===== src/rtl/cla_adder_pipe.sv =====
// Pipelined carry-lookahead adder/subtractor.
// Each pipeline stage resolves GROUPS_PER_STAGE 4-bit CLA groups; the stage
// carry, the not-yet-used operand bits and the finished low sum bits travel
// down the pipe together with a per-stage valid bit. A valid/ready handshake
// stalls the whole pipe when the output is held by downstream.
// Optional build macro: CLA_ADDER_PIPE_SAT_EN -- saturate the result on
// signed overflow instead of wrapping.
module cla_adder_pipe #(
   parameter int WIDTH            = 16,
   parameter int GROUPS_PER_STAGE = 2
) (
   input  logic             clk,
   input  logic             rst,
   input  logic             in_valid,
   output logic             in_ready,
   input  logic [WIDTH-1:0] a,
   input  logic [WIDTH-1:0] b,
   input  logic             cin,
   input  logic             sub,
   output logic             out_valid,
   input  logic             out_ready,
   output logic [WIDTH-1:0] sum,
   output logic             cout,
   output logic             ovf
);

   localparam int STAGES = WIDTH / (4 * GROUPS_PER_STAGE);
   localparam int NSKEW  = (STAGES > 1) ? STAGES - 1 : 1;

   // 4-bit lookahead group: returns {carry into bit 3, carry out, sum[3:0]}
   function automatic logic [5:0] cla4(input logic [3:0] x, input logic [3:0] y, input logic c0);
      logic [3:0] g;
      logic [3:0] p;
      logic [4:0] c;
      g    = x & y;
      p    = x ^ y;
      c[0] = c0;
      c[1] = g[0] | (p[0] & c0);
      c[2] = g[1] | (p[1] & g[0]) | (p[1] & p[0] & c0);
      c[3] = g[2] | (p[2] & g[1]) | (p[2] & p[1] & g[0]) | (p[2] & p[1] & p[0] & c0);
      c[4] = g[3] | (p[3] & g[2]) | (p[3] & p[2] & g[1]) | (p[3] & p[2] & p[1] & g[0])
           | (p[3] & p[2] & p[1] & p[0] & c0);
      return {c[3], c[4], p ^ c[3:0]};
   endfunction

   // stage registers
   logic             valid_q [STAGES];
   logic             carry_q [STAGES];
   logic [WIDTH-1:0] sum_q   [STAGES];
   logic [WIDTH-1:0] a_q     [NSKEW];
   logic [WIDTH-1:0] bx_q    [NSKEW];
   logic             ovf_q;

   logic             valid_d [STAGES];
   logic             carry_d [STAGES];
   logic [WIDTH-1:0] sum_d   [STAGES];
   logic [WIDTH-1:0] a_d     [NSKEW];
   logic [WIDTH-1:0] bx_d    [NSKEW];
   logic             ovf_d;

   // values feeding each stage's combinational logic
   logic             valid_i [STAGES];
   logic             carry_i [STAGES];
   logic [WIDTH-1:0] sum_i   [STAGES];
   logic [WIDTH-1:0] a_i     [STAGES];
   logic [WIDTH-1:0] bx_i    [STAGES];

   logic             c_s;
   logic             cm_s;
   logic [5:0]       r_s;
   logic [WIDTH-1:0] s_s;
   logic             en;

   assign en        = ~valid_q[STAGES-1] | out_ready;
   assign in_ready  = en;
   assign out_valid = valid_q[STAGES-1];
   assign sum       = sum_q[STAGES-1];
   assign cout      = carry_q[STAGES-1];
   assign ovf       = ovf_q;

   // Stage 0 takes the raw operands (b inverted, carry forced on subtract); later stages take the skew registers.
   always_comb begin
      valid_i[0] = in_valid;
      a_i[0]     = a;
      bx_i[0]    = sub ? ~b : b;
      carry_i[0] = sub ? 1'b1 : cin;
      sum_i[0]   = {WIDTH{1'b0}};
      for (int k = 1; k < STAGES; k++) begin
         valid_i[k] = valid_q[k-1];
         a_i[k]     = a_q[k-1];
         bx_i[k]    = bx_q[k-1];
         carry_i[k] = carry_q[k-1];
         sum_i[k]   = sum_q[k-1];
      end
   end

   // Resolve this stage's groups by rippling the group carries; the last stage also forms overflow and saturation.
   always_comb begin
      c_s   = 1'b0;
      cm_s  = 1'b0;
      r_s   = 6'd0;
      s_s   = {WIDTH{1'b0}};
      ovf_d = 1'b0;
      for (int k = 0; k < NSKEW; k++) begin
         a_d[k]  = {WIDTH{1'b0}};
         bx_d[k] = {WIDTH{1'b0}};
      end
      for (int k = 0; k < STAGES; k++) begin
         c_s = carry_i[k];
         s_s = sum_i[k];
         for (int j = 0; j < GROUPS_PER_STAGE; j++) begin
            r_s = cla4(a_i[k][(k*GROUPS_PER_STAGE+j)*4 +: 4],
                       bx_i[k][(k*GROUPS_PER_STAGE+j)*4 +: 4], c_s);
            s_s[(k*GROUPS_PER_STAGE+j)*4 +: 4] = r_s[3:0];
            c_s  = r_s[4];
            cm_s = r_s[5];
         end
         valid_d[k] = valid_i[k];
         carry_d[k] = c_s;
         sum_d[k]   = s_s;
         // last iteration wins: the top group holds the MSB
         ovf_d      = cm_s ^ c_s;
      end
      for (int k = 0; k < STAGES - 1; k++) begin
         a_d[k]  = a_i[k];
         bx_d[k] = bx_i[k];
      end
`ifdef CLA_ADDER_PIPE_SAT_EN
      sum_d[STAGES-1] = ovf_d ? (a_i[STAGES-1][WIDTH-1] ? {1'b1, {(WIDTH-1){1'b0}}}
                                                       : {1'b0, {(WIDTH-1){1'b1}}})
                              : sum_d[STAGES-1];
`endif
   end

   // Pipeline registers: reset wins, otherwise shift on enable and hold while stalled.
   always_ff @(posedge clk) begin
      if (rst) begin
         for (int k = 0; k < STAGES; k++) begin
            valid_q[k] <= 1'b0;
            carry_q[k] <= 1'b0;
            sum_q[k]   <= {WIDTH{1'b0}};
         end
         for (int k = 0; k < NSKEW; k++) begin
            a_q[k]  <= {WIDTH{1'b0}};
            bx_q[k] <= {WIDTH{1'b0}};
         end
         ovf_q <= 1'b0;
      end else if (en) begin
         for (int k = 0; k < STAGES; k++) begin
            valid_q[k] <= valid_d[k];
            carry_q[k] <= carry_d[k];
            sum_q[k]   <= sum_d[k];
         end
         for (int k = 0; k < NSKEW; k++) begin
            a_q[k]  <= a_d[k];
            bx_q[k] <= bx_d[k];
         end
         ovf_q <= ovf_d;
      end else begin
         for (int k = 0; k < STAGES; k++) begin
            valid_q[k] <= valid_q[k];
            carry_q[k] <= carry_q[k];
            sum_q[k]   <= sum_q[k];
         end
         for (int k = 0; k < NSKEW; k++) begin
            a_q[k]  <= a_q[k];
            bx_q[k] <= bx_q[k];
         end
         ovf_q <= ovf_q;
      end
   end

endmodule


===== config.mk =====
export PLATFORM = sky130hd
export DESIGN_NAME = cla_adder_pipe
export DESIGN_NICKNAME = d
export VERILOG_FILES = /design/src/rtl/cla_adder_pipe.sv
export SDC_FILE = /design/constraint.sdc
export NUM_CORES = 1
export LEC_CHECK = 0
export ABC_AREA = 1
export CORE_MARGIN = 10
export CORE_UTILIZATION = 54
export CTS_CLUSTER_SIZE = 14
export DETAILED_ROUTE_END_ITERATION = 8
export GPL_TIMING_DRIVEN = 0
export PLACE_DENSITY = 0.88
export SKIP_CTS_REPAIR_TIMING = 1
export SLEW_MARGIN = 40
export SYNTH_ARGS = -nofsm -noshare
export SYNTH_HDL_FRONTEND = slang
export SYNTH_SLANG_ARGS = --single-unit

===== constraint.sdc =====
create_clock -name clk -period 8.2 [get_ports clk]
set_clock_uncertainty 0.05 [all_clocks]
set_input_delay 1.64 -clock clk [delete_from_list [all_inputs] [get_ports clk]]
set_output_delay 1.64 -clock clk [all_outputs]
set_load 0.01 [all_outputs]

==> metrics.md <==
| Metric | Value |
|---|---|
| Power, Total | `0.6134 mW` |
| Detailed Place HPWL | `3.805 mm` |
| GRT Util Overall | `13.55%` |
| Starting Density | `56.96%` |
| Final ANT Viol Nets | `0` |
| Number of global-route vias before repair | `1959` |
| Crit path time final | `4444 ps` |
| Leakage | `1.526 nW` |
| Crit end category | `output pin` |
| CORE AREA | `4474 sq um` |
| Setup violators final | `0` |
| Clk_lat worst skew | `300 ps` |
| Worst slew margin | `62.18%` |
| Required @ worst endpoint | `6510 ps` |
| Clock root cell | `clkbuf_8` |
| CTS tree | `built` |
| Synth warn | `0` |
| Site row count | `24` |
| Worst setup SP type | `input port` |
| N_diodes | `0` |
| Synth Instances | `250` |
| Sequential area share after synthesis | `52.63%` |
| 1st-pass router iterations | `4` |
| PD cells | `186.3 nW/um^2` |
| Reg2Reg Depth | `8` |
| Clk sink count | `45` |
| Layout area overhead | `29.16%` |
| Post-Route WL | `5.072 mm` |
| Initial antenna violation count | `0` |
| Final nets | `371` |
| Largest net degree at the start of global routing | `45` |
| Slew Viols, Final | `0` |
| Global route total overflow | `0` |
| # DRC | `0` |
| Fin crit share | `54.20%` |
| Initial DRC count | `109` |
| Min-delay src | `ovf` |
| Worst vdd ir | `0.0001089 V` |
| Synth Net Count | `308` |
| CP max FO | `2` |
| Fmax | `0.2250 GHz` |
| H-tree depth | `2` |
| RSZ-0062 raised after global routing | `no` |
| Global-route wire length before repair | `8.307 mm` |
| HP Class | `reg -> reg` |
| Share of cells above drive strength 1 | `7.962%` |
| Synthesized cell area | `2549 sq um` |
| Reg2reg setup slack | `6190 ps` |
| Vias | `1845` |
| Die area | `7868 sq um` |
| Worst Path Arrival | `2750 ps` |
| Slew @ Worst Pin | `566.8 ps` |
| Final core occ | `73.57%` |
| Buffers on Ports | `56` |
| Synthesized flop and latch total | `45` |
| Final hold violations | `0` |
| DIE WIDTH | `88.70 microns` |
| WL/cell | `13.86 microns` |
| CP startpoint | `out_ready` |
| Synth unique cells | `28` |
| Fin Setup TNS | `0 ps` |
| WS Path Type | `in -> out` |
| I/O pins | `58` |
| Worst hold path stage count | `2` |
| Clock-pin transition on the worst setup and hold timing paths | `90 ps` |
| Die Span Y | `88.70 microns` |
| Mean post-synth cell area | `10.19 sq um` |
| Status | `complete, no violations` |
| Vias per cell | `5.041` |
| Worst-case clock buffer depth | `2` |
| Max-cap violations | `0` |
| GP Congestion | `0.7801` |
| Hold endpoint | `ovf` |
| Reg2reg start | `a_q[0][8]` |
| WHS | `425.6 ps` |
| Fill cells | `305` |
| RR Endpoint | `sum_q[0][29]` |
| TritonCTS Buffers | `5` |
[worst max-delay path by stage]
stage	end	slack (ps)	cells after the start
floorplan	sum_q[0][5]	4490	14
global placement	in_ready	3760	4
detailed placement	in_ready	3750	4
CTS	in_ready	3750	4
global route	in_ready	3700	4
finish	in_ready	3760	4
[synthesized netlist by cell type]
| master | n | share of area, % |
|---|---|---|
| inv_1 | 42 | 6.2 |
| nor2_8 | 1 | 0.79 |
| a21o_1 | 2 | 0.59 |
| nand2_2 | 1 | 0.25 |
| nor2_1 | 46 | 6.8 |
| nor2_2 | 1 | 0.25 |
| nand3_2 | 1 | 0.39 |
| dfxtp_1 | 1 | 0.79 |
| nand2_1 | 26 | 3.8 |
| a21oi_1 | 12 | 2.4 |
| and3_1 | 2 | 0.49 |
| nand3_1 | 11 | 2.2 |
| nand2_4 | 3 | 1.3 |
| buf_6 | 1 | 0.44 |
| nand4_1 | 1 | 0.25 |
| fa_1 | 4 | 3.1 |
| ha_1 | 16 | 7.9 |
| xor2_1 | 9 | 3.1 |
| buf_4 | 1 | 0.29 |
| a31oi_1 | 1 | 0.25 |
| xnor2_1 | 11 | 3.8 |
| o21ai_0 | 4 | 0.79 |
| edfxtp_1 | 44 | 52 |
| o21ai_2 | 1 | 0.34 |
| buf_2 | 3 | 0.59 |
| inv_2 | 2 | 0.29 |
| a21oi_2 | 2 | 0.69 |
| nor3_1 | 1 | 0.20 |
[per-stage QoR]
stage	worst slack, ps	cell area, sq um	cells
after detailed placement	3750	3182	358
final	3756	3292	366
after global placement	3759	3174	358
after CTS	3748	3292	366
after global routing	3699	3292	366
after floorplan	4486	2549	250
[cell type report]
type                    count  area [sq um]  share of cell area (%)
plain buffers               5         33.78                   1.026
clock buffers               5         68.82                   2.090
clock inverters             3         41.29                   1.254
inverters                  44         165.2                   5.017
multi-input cells         156          1016                   30.86
flip-flops and latches     45          1341                   40.75
well taps                  52         65.06                   1.976
repair buffers             56         560.5                   17.03
[sequential cells by signal, summed over array words and instances, names as in the netlist]
signal   flops
carry_q      2
ovf          1
a_q          8
sum_q       24
valid_q      2
bx_q         8
[routing by layer]
| layer | GRT usage [%] | routed length (microns) | vias up |
|---|---|---|---|
| li1 | - | - | 931 |
| met3 | 3.033 | 295 | 11 |
| met1 | 13.18 | 1978 | 854 |
| met4 | 6.608 | 119 | 0 |
| met2 | 26.13 | 2679 | 49 |
| met5 | 0 | 0 | - |
[cells by family after synthesis]
group	count (synthesis)	synth area share, %
xor+xnor	20	6.873
compound gates	22	5.008
flops	45	52.63
simple gates	94	16.69
buf+inv	49	7.806
fa+ha+maj	20	11.00
[cells in the final DEF (no fill, tap or decap)]
| cell type | instances |
|---|---|
| a21o_1 | 2 |
| a21oi_1 | 12 |
| a21oi_2 | 2 |
| a31oi_1 | 1 |
| and3_1 | 2 |
| buf_2 | 3 |
| buf_4 | 1 |
| buf_6 | 1 |
| bufinv_16 | 1 |
| clkbuf_8 | 5 |
| clkdlybuf4s50_1 | 56 |
| clkinv_1 | 1 |
| clkinvlp_4 | 1 |
| dfxtp_1 | 1 |
| edfxtp_1 | 44 |
| fa_1 | 4 |
| ha_1 | 16 |
| inv_1 | 42 |
| inv_2 | 2 |
| nand2_1 | 25 |
| nand2_2 | 1 |
| nand2_4 | 4 |
| nand3_1 | 11 |
| nand3_2 | 1 |
| nand4_1 | 1 |
| nor2_1 | 46 |
| nor2_2 | 1 |
| nor2_8 | 1 |
| nor3_1 | 1 |
| o21ai_0 | 4 |
| o21ai_2 | 1 |
| xnor2_1 | 11 |
| xor2_1 | 9 |
[critical path: stages]
cell and delay (ps):
clkdlybuf4s50_1 450, inv_1 40, nand2_1 80, clkdlybuf4s50_1 550
[power breakdown]
part | internal (mW) | switching (mW) | total (mW)
Clock | 0.0898 | 0.0793 | 0.169
Sequential | 0.284 | 0.00871 | 0.293
Combinational | 0.0747 | 0.0766 | 0.151
(Power assumes the default switching activity.)
